File: src/rtl/sys_ctl_pkg.sv
// Shared types and constants for the sys_ctl reset / clock-enable sequencer.
package sys_ctl_pkg;

    // Sequencer states: stretching reset, CPU running, button held down.
    typedef enum logic [1:0] {
        HOLD = 2'd0,
        RUN  = 2'd1,
        BTN  = 2'd2
    } sys_state_t;

    // Turbo select encodings; each step halves the cpu_clken divisor.
    localparam logic [1:0] TURBO_X1 = 2'b00;
    localparam logic [1:0] TURBO_X2 = 2'b01;
    localparam logic [1:0] TURBO_X4 = 2'b10;
    localparam logic [1:0] TURBO_X8 = 2'b11;

endpackage

File: src/rtl/sys_ctl_debounce.sv
// Front-panel button conditioning: 2-flop synchronizer followed by a
// counter-based debouncer. The debounced level only changes after the
// synchronized input has disagreed with it for 2^DEBOUNCE_BITS cycles.
module sys_ctl_debounce
    import sys_ctl_pkg::*;
#(
    parameter int DEBOUNCE_BITS = 16
) (
    input  logic clk,
    input  logic reset,
    input  logic din_n,
    output logic dout_n
);

    logic                     sync1;
    logic                     sync2;
    logic [DEBOUNCE_BITS-1:0] cnt;

    // Synchronize the asynchronous button and debounce the synchronized level.
    always_ff @(posedge clk) begin
        if (reset) begin
            sync1  <= 1'b1;
            sync2  <= 1'b1;
            dout_n <= 1'b1;
            cnt    <= '0;
        end else begin
            sync1 <= din_n;
            sync2 <= sync1;
            if (sync2 == dout_n) begin
                cnt <= '0;
            end else if (&cnt) begin
                dout_n <= sync2;
                cnt    <= '0;
            end else begin
                cnt <= cnt + 1'b1;
            end
        end
    end

endmodule

File: src/rtl/sys_ctl.sv
// sys_ctl: CPU reset stretcher and clock-enable generator.
// Optional feature macro: SYS_CTL_TURBO_EN adds the 2-bit turbo input that
// divides the cpu_clken divisor by 1, 2, 4 or 8; without it the divisor is
// fixed at CLK_DIV.
module sys_ctl
    import sys_ctl_pkg::*;
#(
    parameter int POR_CYCLES    = 1024,
    parameter int DEBOUNCE_BITS = 16,
    parameter int CLK_DIV       = 8
) (
    input  logic       clk,
    input  logic       reset,
    input  logic       rst_btn_n,
`ifdef SYS_CTL_TURBO_EN
    input  logic [1:0] turbo,
`endif
    output logic       cpu_clken,
    output logic       cpu_reset_n
);

    localparam int POR_W = (POR_CYCLES > 2) ? $clog2(POR_CYCLES) : 1;
    localparam int DIV_W = $clog2(CLK_DIV);
    localparam logic [POR_W-1:0] POR_LAST = POR_W'(POR_CYCLES - 1);
    localparam logic [DIV_W-1:0] DIV_LAST = DIV_W'(CLK_DIV - 1);

    // ------------------------------------------------------------------
    // Button conditioning
    // ------------------------------------------------------------------
    logic btn_db_n;

    sys_ctl_debounce #(
        .DEBOUNCE_BITS(DEBOUNCE_BITS)
    ) u_debounce (
        .clk   (clk),
        .reset (reset),
        .din_n (rst_btn_n),
        .dout_n(btn_db_n)
    );

    // ------------------------------------------------------------------
    // Clock-enable divider
    // ------------------------------------------------------------------
    logic [DIV_W-1:0] div;
    logic [DIV_W-1:0] div_last;
    logic             div_wrap;
    logic             wrap_q;

`ifdef SYS_CTL_TURBO_EN
    logic [1:0] turbo_eff;

    // Take a new turbo setting only at wrap so no period is cut short.
    always_ff @(posedge clk) begin
        if (reset) begin
            turbo_eff <= TURBO_X1;
        end else if (div_wrap) begin
            turbo_eff <= turbo;
        end
    end

    // CLK_DIV is a power of two, so (CLK_DIV >> t) - 1 == (CLK_DIV - 1) >> t.
    assign div_last = DIV_LAST >> turbo_eff;
`else
    assign div_last = DIV_LAST;
`endif

    assign div_wrap = (div == div_last);

    // Free-running divider; the wrap flag is retimed twice so the first
    // strobe lands after edge CLK_DIV + 1 and each later one D cycles on.
    always_ff @(posedge clk) begin
        if (reset) begin
            div       <= '0;
            wrap_q    <= 1'b0;
            cpu_clken <= 1'b0;
        end else begin
            div       <= div_wrap ? '0 : div + 1'b1;
            wrap_q    <= div_wrap;
            cpu_clken <= wrap_q;
        end
    end

    // ------------------------------------------------------------------
    // Reset sequencer
    // ------------------------------------------------------------------
    sys_state_t       state;
    sys_state_t       state_next;
    logic [POR_W-1:0] por_cnt;
    logic [POR_W-1:0] por_cnt_next;
    logic             btn_pressed;

    assign btn_pressed = ~btn_db_n;

    // State register, POR counter and the registered CPU reset output.
    always_ff @(posedge clk) begin
        if (reset) begin
            state       <= HOLD;
            por_cnt     <= '0;
            cpu_reset_n <= 1'b0;
        end else begin
            state       <= state_next;
            por_cnt     <= por_cnt_next;
            cpu_reset_n <= (state == RUN);
        end
    end

    // Next-state logic: stretch in HOLD, run, or wait for button release.
    always_comb begin
        state_next   = state;
        por_cnt_next = por_cnt;
        case (state)
            HOLD: begin
                if (btn_pressed) begin
                    state_next   = BTN;
                    por_cnt_next = '0;
                end else if (por_cnt == POR_LAST) begin
                    state_next   = RUN;
                    por_cnt_next = '0;
                end else begin
                    por_cnt_next = por_cnt + 1'b1;
                end
            end
            RUN: begin
                por_cnt_next = '0;
                if (btn_pressed) begin
                    state_next = BTN;
                end
            end
            BTN: begin
                por_cnt_next = '0;
                if (!btn_pressed) begin
                    state_next = HOLD;
                end
            end
            default: begin
                state_next   = HOLD;
                por_cnt_next = '0;
            end
        endcase
    end

endmodule

File: config.mk
export PLATFORM = sky130hd
export DESIGN_NAME = sys_ctl
export DESIGN_NICKNAME = d
export VERILOG_FILES = /design/src/rtl/sys_ctl_pkg.sv /design/src/rtl/sys_ctl_debounce.sv /design/src/rtl/sys_ctl.sv
export SDC_FILE = /design/constraint.sdc
export NUM_CORES = 1
export LEC_CHECK = 0
export CAP_MARGIN = 10
export CORE_UTILIZATION = 40
export CTS_CLUSTER_DIAMETER = 40
export CTS_CLUSTER_SIZE = 14
export DETAILED_ROUTE_END_ITERATION = 10
export SETUP_SLACK_MARGIN = 0.5
export SYNTH_ARGS = -nofsm -noshare
export SYNTH_HDL_FRONTEND = slang
export SYNTH_SLANG_ARGS = --single-unit
File: constraint.sdc
create_clock -name clk -period 1.4 [get_ports clk]
set_input_delay 0.28 -clock clk [delete_from_list [all_inputs] [get_ports clk]]
set_output_delay 0.28 -clock clk [all_outputs]
set_load 0.01 [all_outputs]
==> results of run 1 <==
worst max-delay path by stage:
stage                                    endpoint  cells after the start                         start  slack, ns
global route        u_debounce.cnt[11]$_SDFF_PP0_                      7  u_debounce.cnt[0]$_SDFF_PP0_      -0.07
floorplan            u_debounce.cnt[9]$_SDFF_PP0_                      6  u_debounce.cnt[1]$_SDFF_PP0_     -0.009
global placement            por_cnt[1]$_SDFF_PP0_                      4                         reset      -0.31
finish              u_debounce.cnt[14]$_SDFF_PP0_                      6  u_debounce.cnt[0]$_SDFF_PP0_       0.01
CTS                 u_debounce.cnt[11]$_SDFF_PP0_                      7  u_debounce.cnt[0]$_SDFF_PP0_       0.02
detailed placement          por_cnt[2]$_SDFF_PP0_                      4                         reset      -0.34
report_power, final:
group	switching (mW)	total, mW	internal [mW]	leakage (nW)
Sequential	0.0209	1.08	1.06	0.313
Clock	0.370	0.827	0.457	0.0534
Combinational	0.0437	0.104	0.0607	0.482
Total	0.435	2.01	1.57	0.849
cells in the mapped netlist:
cell type                  number  area (sq um)
sky130_fd_sc_hd__a31o_2         1         8.760
sky130_fd_sc_hd__nand2b_1       1         6.260
sky130_fd_sc_hd__nor2_1        30         112.6
sky130_fd_sc_hd__or2_2          2         12.51
sky130_fd_sc_hd__or3_2          1         7.510
sky130_fd_sc_hd__nor4_4         1         21.27
sky130_fd_sc_hd__clkbuf_1       1         3.750
sky130_fd_sc_hd__nand3_1        9         45.04
sky130_fd_sc_hd__buf_4          1         7.510
sky130_fd_sc_hd__dfxtp_1       37         740.7
sky130_fd_sc_hd__nand2_1        6         22.52
sky130_fd_sc_hd__a211o_1        2         17.52
sky130_fd_sc_hd__nor3_1         2         10.01
sky130_fd_sc_hd__nor4_1         4         25.02
sky130_fd_sc_hd__and3_1         2         12.51
sky130_fd_sc_hd__nor3_4         1         16.27
sky130_fd_sc_hd__o21ai_0        1         5.000
sky130_fd_sc_hd__nand4_1        5         31.28
sky130_fd_sc_hd__a211oi_1       3         22.52
sky130_fd_sc_hd__and3_2         1         7.510
sky130_fd_sc_hd__nor3b_1        3         22.52
sky130_fd_sc_hd__ha_1           4         50.05
sky130_fd_sc_hd__o211a_1        1         10.01
sky130_fd_sc_hd__a41o_1         1         10.01
sky130_fd_sc_hd__xnor2_1       13         113.9
sky130_fd_sc_hd__nand3_4        1         17.52
sky130_fd_sc_hd__a21o_1         1         7.510
sky130_fd_sc_hd__inv_1          6         22.52
sky130_fd_sc_hd__xor2_1         6         52.55
sky130_fd_sc_hd__or3_1          1         6.260
sky130_fd_sc_hd__a41oi_1        1         8.760
sky130_fd_sc_hd__a21oi_1        3         15.01
sky130_fd_sc_hd__nor2b_1        2         12.51
sky130_fd_sc_hd__or4b_4         1         13.76
sky130_fd_sc_hd__and4_1         1         8.760
sky130_fd_sc_hd__nor4b_1        1         8.760
per-stage QoR:
| step | TNS, ns | cells | hold slack (ns) | cell area (sq um) |
|---|---|---|---|---|
| after floorplan | -0.07552 | 157 | 0.3516 | 1635 |
| after global routing | -0.9555 | 251 | 0.4606 | 2344 |
| after global placement | -5.938 | 222 | 0.3992 | 1846 |
| after detailed placement | -6.379 | 222 | 0.4092 | 1846 |
| final | 0 | 251 | 0.4491 | 2344 |
| after CTS | 0 | 246 | 0.4453 | 2201 |
metal layers:
layer  share of wire  up-vias  routed length (microns)  GRT usage
li1                -      632                        -          -
met1            0.44      605                     1518     0.1987
met2            0.52       21                     1808     0.3231
met3           0.031        4                      108    0.04891
met4           0.011        0                       38    0.06818
met5               0        -                        0          0
logic make-up after synthesis:
group,synth area share
and+or+nand+nor,0.2772
DFF,0.4884
xor gates and xnor gates,0.1097
AOI/OAI and AO/OA,0.06931
buffers and inverters,0.02228
adders and majority gates,0.03300
sequential cells by signal, indices dropped and copies added, names as in the netlist:
| name | cells |
|---|---|
| state | 2 |
| wrap_q | 1 |
| por_cnt | 10 |
| cpu_clken | 1 |
| u_debounce.dout_n | 1 |
| u_debounce.cnt | 16 |
| cpu_reset_n | 1 |
| u_debounce.sync1 | 1 |
| div | 3 |
| u_debounce.sync2 | 1 |
cell usage in the layout (no fill, tap or decap), types with 2 or more instances in the layout:
cell type,instances
sky130_fd_sc_hd__a211o_1,2
sky130_fd_sc_hd__a211oi_1,3
sky130_fd_sc_hd__a21oi_2,2
sky130_fd_sc_hd__and3_4,2
sky130_fd_sc_hd__buf_4,31
sky130_fd_sc_hd__buf_6,4
sky130_fd_sc_hd__clkbuf_8,5
sky130_fd_sc_hd__dfxtp_1,13
sky130_fd_sc_hd__dfxtp_2,13
sky130_fd_sc_hd__dfxtp_4,11
sky130_fd_sc_hd__ha_4,4
sky130_fd_sc_hd__inv_1,6
sky130_fd_sc_hd__nand2_1,4
sky130_fd_sc_hd__nand3_1,5
sky130_fd_sc_hd__nand3_4,4
sky130_fd_sc_hd__nand4_1,5
sky130_fd_sc_hd__nor2_1,20
sky130_fd_sc_hd__nor2_2,7
sky130_fd_sc_hd__nor2_4,3
sky130_fd_sc_hd__nor3_4,2
sky130_fd_sc_hd__nor3b_2,2
sky130_fd_sc_hd__nor4_1,2
sky130_fd_sc_hd__nor4_4,2
sky130_fd_sc_hd__or2_2,2
sky130_fd_sc_hd__or3_4,2
sky130_fd_sc_hd__xnor2_1,11
sky130_fd_sc_hd__xnor2_2,2
sky130_fd_sc_hd__xor2_1,5
timing repair:
| action | 4_1_cts | 5_1_grt |
|---|---|---|
| endpoints found under the setup margin | 36 | 34 |
| gates cloned | 1 | 0 |
| buffers inserted | 15 | 5 |
| pin swaps | 20 | 6 |
| hold buffers | 0 | 0 |
| resized for setup | 40 | 25 |
cell type report:
cell class	instances	area, sq um	share of cell area
Clock buffer	7	97.59	0.04164
Sequential cell	37	798.3	0.3406
Tap cell	48	60.06	0.02563
Timing Repair Buffer	40	349.1	0.1490
Multi-Input combinational cell	112	1011	0.4314
Clock inverter	1	5.005	0.002136
Inverter	6	22.52	0.009610
==> metrics.md, run 1 <==
| Metric | Value |
|---|---|
| Result of the run | completed |
| Die footprint | between 4000 and 5000 sq um |
| Height of the die | 63.57 microns |
| Vias | 1262 |
| Remaining global-route overflow | 0 |
| Fraction of final layout cells sized beyond drive strength 1 | 0.5714 |
| Post-detailed-route via-to-cell ratio | 5.028 |
| Critical-path cell list | ha_4 > nand4_1 > nor3_4 > buf_4 > a211oi_1 > a31o_2 |
| Final GP Congestion | 0.7518 |
| DIE WIDTH | 63.57 microns |
| Maximum fanout count along the critical path | 3 |
| First-iteration detailed-routing DRC count | 70 |
| Critical path start-end classification | flip-flop to flip-flop |
| Largest net degree at the start of global routing | 13 |
| Synth warn | 0 |
| TritonCTS clock tree | yes |
| Number of fill cells in the layout | 271 |
| Post-Synthesis Net Count | 164 |
| Register-to-Register Setup Slack | ~0.010 ns |
| Count of buffers from port buffering | 4 |
| Cells on worst reg2reg path | 6 |
| Largest stage delay on the critical path | ~0.35 ns |
| Final setup violation count | 0 |
| WL final | 3473 microns |
| VDD IR-drop max | about 0.55 mV |
| CTS Root Buffer Type | sky130_fd_sc_hd__clkbuf_8 |
| Final worst setup slack | 0.01039 ns |
| Critical Path Source Type | flip-flop |
| Area Growth Syn to Fin | 54.54% |
| Initial Utilization | 0.4142 |
| Capture endpoint of the worst hold path | cpu_clken$_SDFF_PP0_ |
| Required time at the endpoint of the critical path | 1.58 ns |
| Power density over cell area | 857.2 nW/um^2 |
| Cell count of the worst hold path | 1 |
| Antenna cell count | 0 |
| Top-level I/O count | 5 |
| Peak Freq | between 700 and 800 MHz |
| Clock skew | 0.005726 ns |
| Maximum clock insertion buffer count | 2 |
| Average wire per cell in the routed design | about 14 microns |
| Post-Synthesis Cell Area | 1516 sq um |
| CTS sink cnt | 37 |
| Number of cell rows | 22 |
| Post-DP HPWL | 1859 microns |
| Worst setup EP type | flip-flop |
| Overall Power | 2.009 mW |
| Number of maximum-capacitance constraint violations | 0 |
| Worst slack after detailed placement | -0.3445 ns |
| Unrepaired setup endpoints after global routing | true |
| Global-route wire length before repair | 5602 microns |
| Crit path DAT | approximately 1.6 ns |
| Source-to-sink clock delay at the later pin of the worst-skew pair | 0.28 ns |
| Fin. Hold Viols | 0 |
| Worst hold path type | flip-flop to flip-flop |
| Number of distinct library cell variants in the gate-level netlist after synthesis | 36 |
| Via count of the first global-routing pass | 1285 |
| Portion of the clock cycle consumed by the worst path in the final layout | 0.9926 |
| Minimum clock period | 1.390 ns |
| Sequential cell area fraction in the yosys report | 0.4884 |
| Worst-path clk slew | approximately 0.070 ns |
| Reported leakage power | roughly 0.85 nW |
| DRC violations left | 0 |
| CTS HTree Levels | 2 |
| Fin util | 0.6401 |
| Initial antenna violation count | 0 |
| Number of buffer and inverter instances along the worst setup path | 1 |
| Synthesized instance count | around 160 |
| Slew Limit Headroom | 0.7698 |
| Total global routing track utilization | 0.1799 |
| Pins Over Slew Limit | 0 |
| Clock buffer count from CTS | 5 |
| Worst reg2reg path startpoint | u_debounce.cnt[0]$_SDFF_PP0_ |
| HP Start | wrap_q$_SDFF_PP0_ |
| First-pass iteration count of the detailed router | 4 |
| Highest-delay cell along the critical path | sky130_fd_sc_hd__dfxtp_2 |
| Nets@finish | 209 |
| Worst reg2reg endpoint | u_debounce.cnt[14]$_SDFF_PP0_ |
| Post-detailed-route count of antenna-violating nets | 0 |
| Synthesized area per cell | 9.659 sq um |
| Transition at the pin with the smallest max-transition slack | 0.3421 ns |
| Placeable core region | 3661 sq um |
| Cell family with the largest share of critical-path delay | simple AND/OR/NAND/NOR gates |
| Synthesized flop and latch total | 37 |
(Power assumes the default switching activity.)
==> run 2: changes to the inputs <==
--- a/config.mk
+++ b/config.mk
@@ -7,6 +7,7 @@
 export LEC_CHECK = 0
 export CAP_MARGIN = 10
 export CORE_UTILIZATION = 40
+export CTS_BUF_LIST = sky130_fd_sc_hd__clkbuf_16
 export CTS_CLUSTER_DIAMETER = 40
 export CTS_CLUSTER_SIZE = 14
 export DETAILED_ROUTE_END_ITERATION = 10
==> run 2 against run 1 <==
The run now ends with setup timing left. Fmax fell by 4.9%. Sequential power about the same. Utilization is 2.6 points higher. Total power increased by 17%. Sequential share of layout area shrank 1.5 points. First-iteration DRC count down 8.6%. Setup slack got worse by 0.071 ns. Count of clock-buffer cells in the layout is 1 lower. Non-clock buffer count grew 2. Hold slack got worse by 0.011 ns. Routed wire length is 4.5% higher.
==> metrics.md, run 2 (synthesis results as in run 1) <==
| Metric | Value |
|---|---|
| Result of the run | finished with violations (was completed) |
| Violations in the final reports | setup timing |
| Largest registers | u_debounce.cnt (16), por_cnt (10), div (3) (unchanged) |
| Commonest cells after routing, fill and taps aside | sky130_fd_sc_hd__buf_4, sky130_fd_sc_hd__nor2_1, sky130_fd_sc_hd__dfxtp_2, sky130_fd_sc_hd__xnor2_1, sky130_fd_sc_hd__dfxtp_1 (was sky130_fd_sc_hd__buf_4, sky130_fd_sc_hd__nor2_1, sky130_fd_sc_hd__dfxtp_1, sky130_fd_sc_hd__dfxtp_2) |
| Minimum clock period | 1.461 ns (was 1.390 ns) |
| Portion of the clock cycle consumed by the worst path in the final layout | 1.043 (was 0.9926) |
| Most common library cell in the layout ignoring fill and taps | sky130_fd_sc_hd__buf_4 (unchanged) |
| Top-level I/O count | 5 (unchanged) |
| Power density over cell area | 964.7 nW/um^2 (was 857.2 nW/um^2) |
| Peak Freq | 684.6 MHz (was 719.6 MHz) |
| Fin. Hold Viols | 0 (unchanged) |
| Fin util | 0.6661 (was 0.6401) |
| Placeable core region | 3661 sq um (unchanged) |
| Remaining global-route overflow | 0 (unchanged) |
| Via count of the first global-routing pass | 1351 (was 1285) |
| Initial antenna violation count | 0 (unchanged) |
| Worst hold path type | flip-flop to flip-flop (unchanged) |
| Die footprint | 4041 sq um (unchanged) |
| Final worst setup slack | -0.06077 ns (was 0.01039 ns) |
| CTS Root Buffer Type | sky130_fd_sc_hd__clkbuf_16 (was sky130_fd_sc_hd__clkbuf_8) |
| Total global routing track utilization | 0.1986 (was 0.1799) |
| Worst slack after detailed placement | -0.3445 ns (unchanged) |
| Post-DP HPWL | 1859 microns (unchanged) |
| Count of buffers from port buffering | 4 (unchanged) |
| Hold bufs inserted after CTS | 0 (unchanged) |
| Placed cell area | 1846 sq um (unchanged) |
| Transition at the pin with the smallest max-transition slack | 0.4144 ns (was 0.3421 ns) |
| Fraction of final layout cells sized beyond drive strength 1 | 0.5951 (was 0.5714) |
| Number of placed instances, taps included | 222 (unchanged) |
| Cell count of the worst hold path | 1 (unchanged) |
| Area Growth Syn to Fin | 60.81% (was 54.54%) |
| Final setup violation count | 14 (was 0) |
| Final GP Congestion | 0.7518 (unchanged) |
| DIE WIDTH | 63.57 microns (unchanged) |
| Final Cell Area | 2439 sq um (was 2344 sq um) |
| Global-route wire length before repair | 6147 microns (was 5602 microns) |
| First-pass iteration count of the detailed router | 4 (unchanged) |
| Critical Path Source Type | flip-flop (unchanged) |
| CTS sink cnt | 37 (unchanged) |
| Vias | 1309 (was 1262) |
| Non-filler instance count after layout | 253 (was 251) |
| Post-detailed-route via-to-cell ratio | 5.174 (was 5.028) |
| Maximum clock insertion buffer count | 2 (unchanged) |
| Height of the die | 63.57 microns (unchanged) |
| Largest register FFs | 16 (unchanged) |
| CTS HTree Levels | 2 (unchanged) |
| Antenna cell count | 0 (unchanged) |
| Worst-path clk slew | 0.05 ns (was 0.07 ns) |
| Unrepaired setup endpoints after global routing | true (unchanged) |
| Cells on worst reg2reg path | 8 (was 6) |
| TritonCTS clock tree | yes (unchanged) |
| Largest net degree at the start of global routing | 13 (unchanged) |
| Clock skew | 0.005546 ns (was 0.005726 ns) |
| Maximum fanout count along the critical path | 5 (was 3) |
| Nets@finish | 211 (was 209) |
| Pins Over Slew Limit | 0 (unchanged) |
| Required time at the endpoint of the critical path | 1.57 ns (was 1.58 ns) |
| Number of cell rows | 22 (unchanged) |
| Average wire per cell in the routed design | 14.34 microns (was 13.84 microns) |
| Register with the most flip-flops | u_debounce.cnt (unchanged) |
| Source-to-sink clock delay at the later pin of the worst-skew pair | 0.28 ns (about the same) |
| Critical path start-end classification | flip-flop to flip-flop (unchanged) |
| DRC violations left | 0 (unchanged) |
| First-iteration detailed-routing DRC count | 64 (was 70) |
| Post-detailed-route count of antenna-violating nets | 0 (unchanged) |
| Slew Limit Headroom | 0.7212 (was 0.7698) |
| Clock buffer count from CTS | 5 (unchanged) |
| Worst setup EP type | flip-flop (unchanged) |
| Number of fill cells in the layout | 274 (was 271) |
| Combined flip-flop and latch cell area | 794.5 sq um (was 798.3 sq um) |
| Number of maximum-capacitance constraint violations | 0 (unchanged) |
| Initial Utilization | 0.4142 (unchanged) |
| Reported leakage power | 0.8920 nW (was 0.8486 nW) |
| VDD IR-drop max | 0.6041 mV (was 0.5470 mV) |
| Crit path DAT | 1.63 ns (was 1.57 ns) |
| WL final | 3628 microns (was 3473 microns) |
| Total area of multi-input combinational cells | 1035 sq um (was 1011 sq um) |
==> run 2: changes by cell type in the layout (fill, tap and decap cells not counted), sizes merged <==
cell and delta:
buf +2, inv +1, clkbuf -1
==> run 2: worst max-delay path, cell delays in order, from the launching register on <==
cell and delay, ns:
sky130_fd_sc_hd__dfxtp_2 0.35, sky130_fd_sc_hd__ha_4 0.14, sky130_fd_sc_hd__nand4_1 0.13, sky130_fd_sc_hd__buf_4 0.18, sky130_fd_sc_hd__nor3_4 0.12, sky130_fd_sc_hd__a21o_1 0.17, sky130_fd_sc_hd__buf_6 0.12, sky130_fd_sc_hd__buf_16 0.12
sky130_fd_sc_hd__nor2_2 0.03
==> run 2: what timing repair did <==
item	in CTS	in global routing
pin swaps	16	9
resized for setup	43	27
gates cloned	1	0
endpoints found under the setup margin	36	34
endpoints found under the hold margin	0	0
setup buffers	19	3
==> run 2: layout make-up <==
type	instances	area share
Clock buffer	6	0.06157
Sequential cell	37	0.3258
Inverter	6	0.009236
Tap cell	48	0.02463
Multi-Input combinational cell	112	0.4243
Timing Repair Buffer	42	0.1508
Clock inverter	2	0.003592
==> run 2: power breakdown <==
group	total [mW]	switching, mW	internal [mW]
combinational	0.112	0.0475	0.0647
sequential	1.08	0.0197	1.06
clock	1.16	0.403	0.757
total	2.35	0.470	1.88
==> run 2: layer usage <==
layer	vias to the layer above	routed length [microns]	part of all wire	track usage
met3	4	83	0.023	0.04348
met4	0	34	0.0094	0.07955
li1	649	-	-	-
met2	15	1964	0.54	0.3564
met5	-	0	0	0
met1	641	1546	0.43	0.2243
==> run 2: final timing paths <==
| path | to | slack (ns) | start |
|---|---|---|---|
| worst max-delay path | u_debounce.cnt[11]$_SDFF_PP0_ | -0.06 | u_debounce.cnt[1]$_SDFF_PP0_ |
| worst min register to register | div[0]$_SDFF_PP0_ | 0.44 | div[0]$_SDFF_PP0_ |
| worst min-delay path | div[0]$_SDFF_PP0_ | 0.44 | div[0]$_SDFF_PP0_ |
| worst max register to register | u_debounce.cnt[11]$_SDFF_PP0_ | -0.06 | u_debounce.cnt[1]$_SDFF_PP0_ |
==> run 2: metrics by stage <==
| step | power [mW] | setup TNS, ns | hold slack (ns) |
|---|---|---|---|
| 3_5_place_dp | 1.184 | -6.379 | 0.4092 |
| 5_1_grt | 2.431 | -2.095 | 0.4550 |
| 3_3_place_gp | 1.179 | -5.938 | 0.3992 |
| 6_report | 2.353 | -0.6930 | 0.4384 |
| 2_1_floorplan | 1.156 | -0.07552 | 0.3516 |
| 4_1_cts | 2.343 | 0 | 0.4417 |
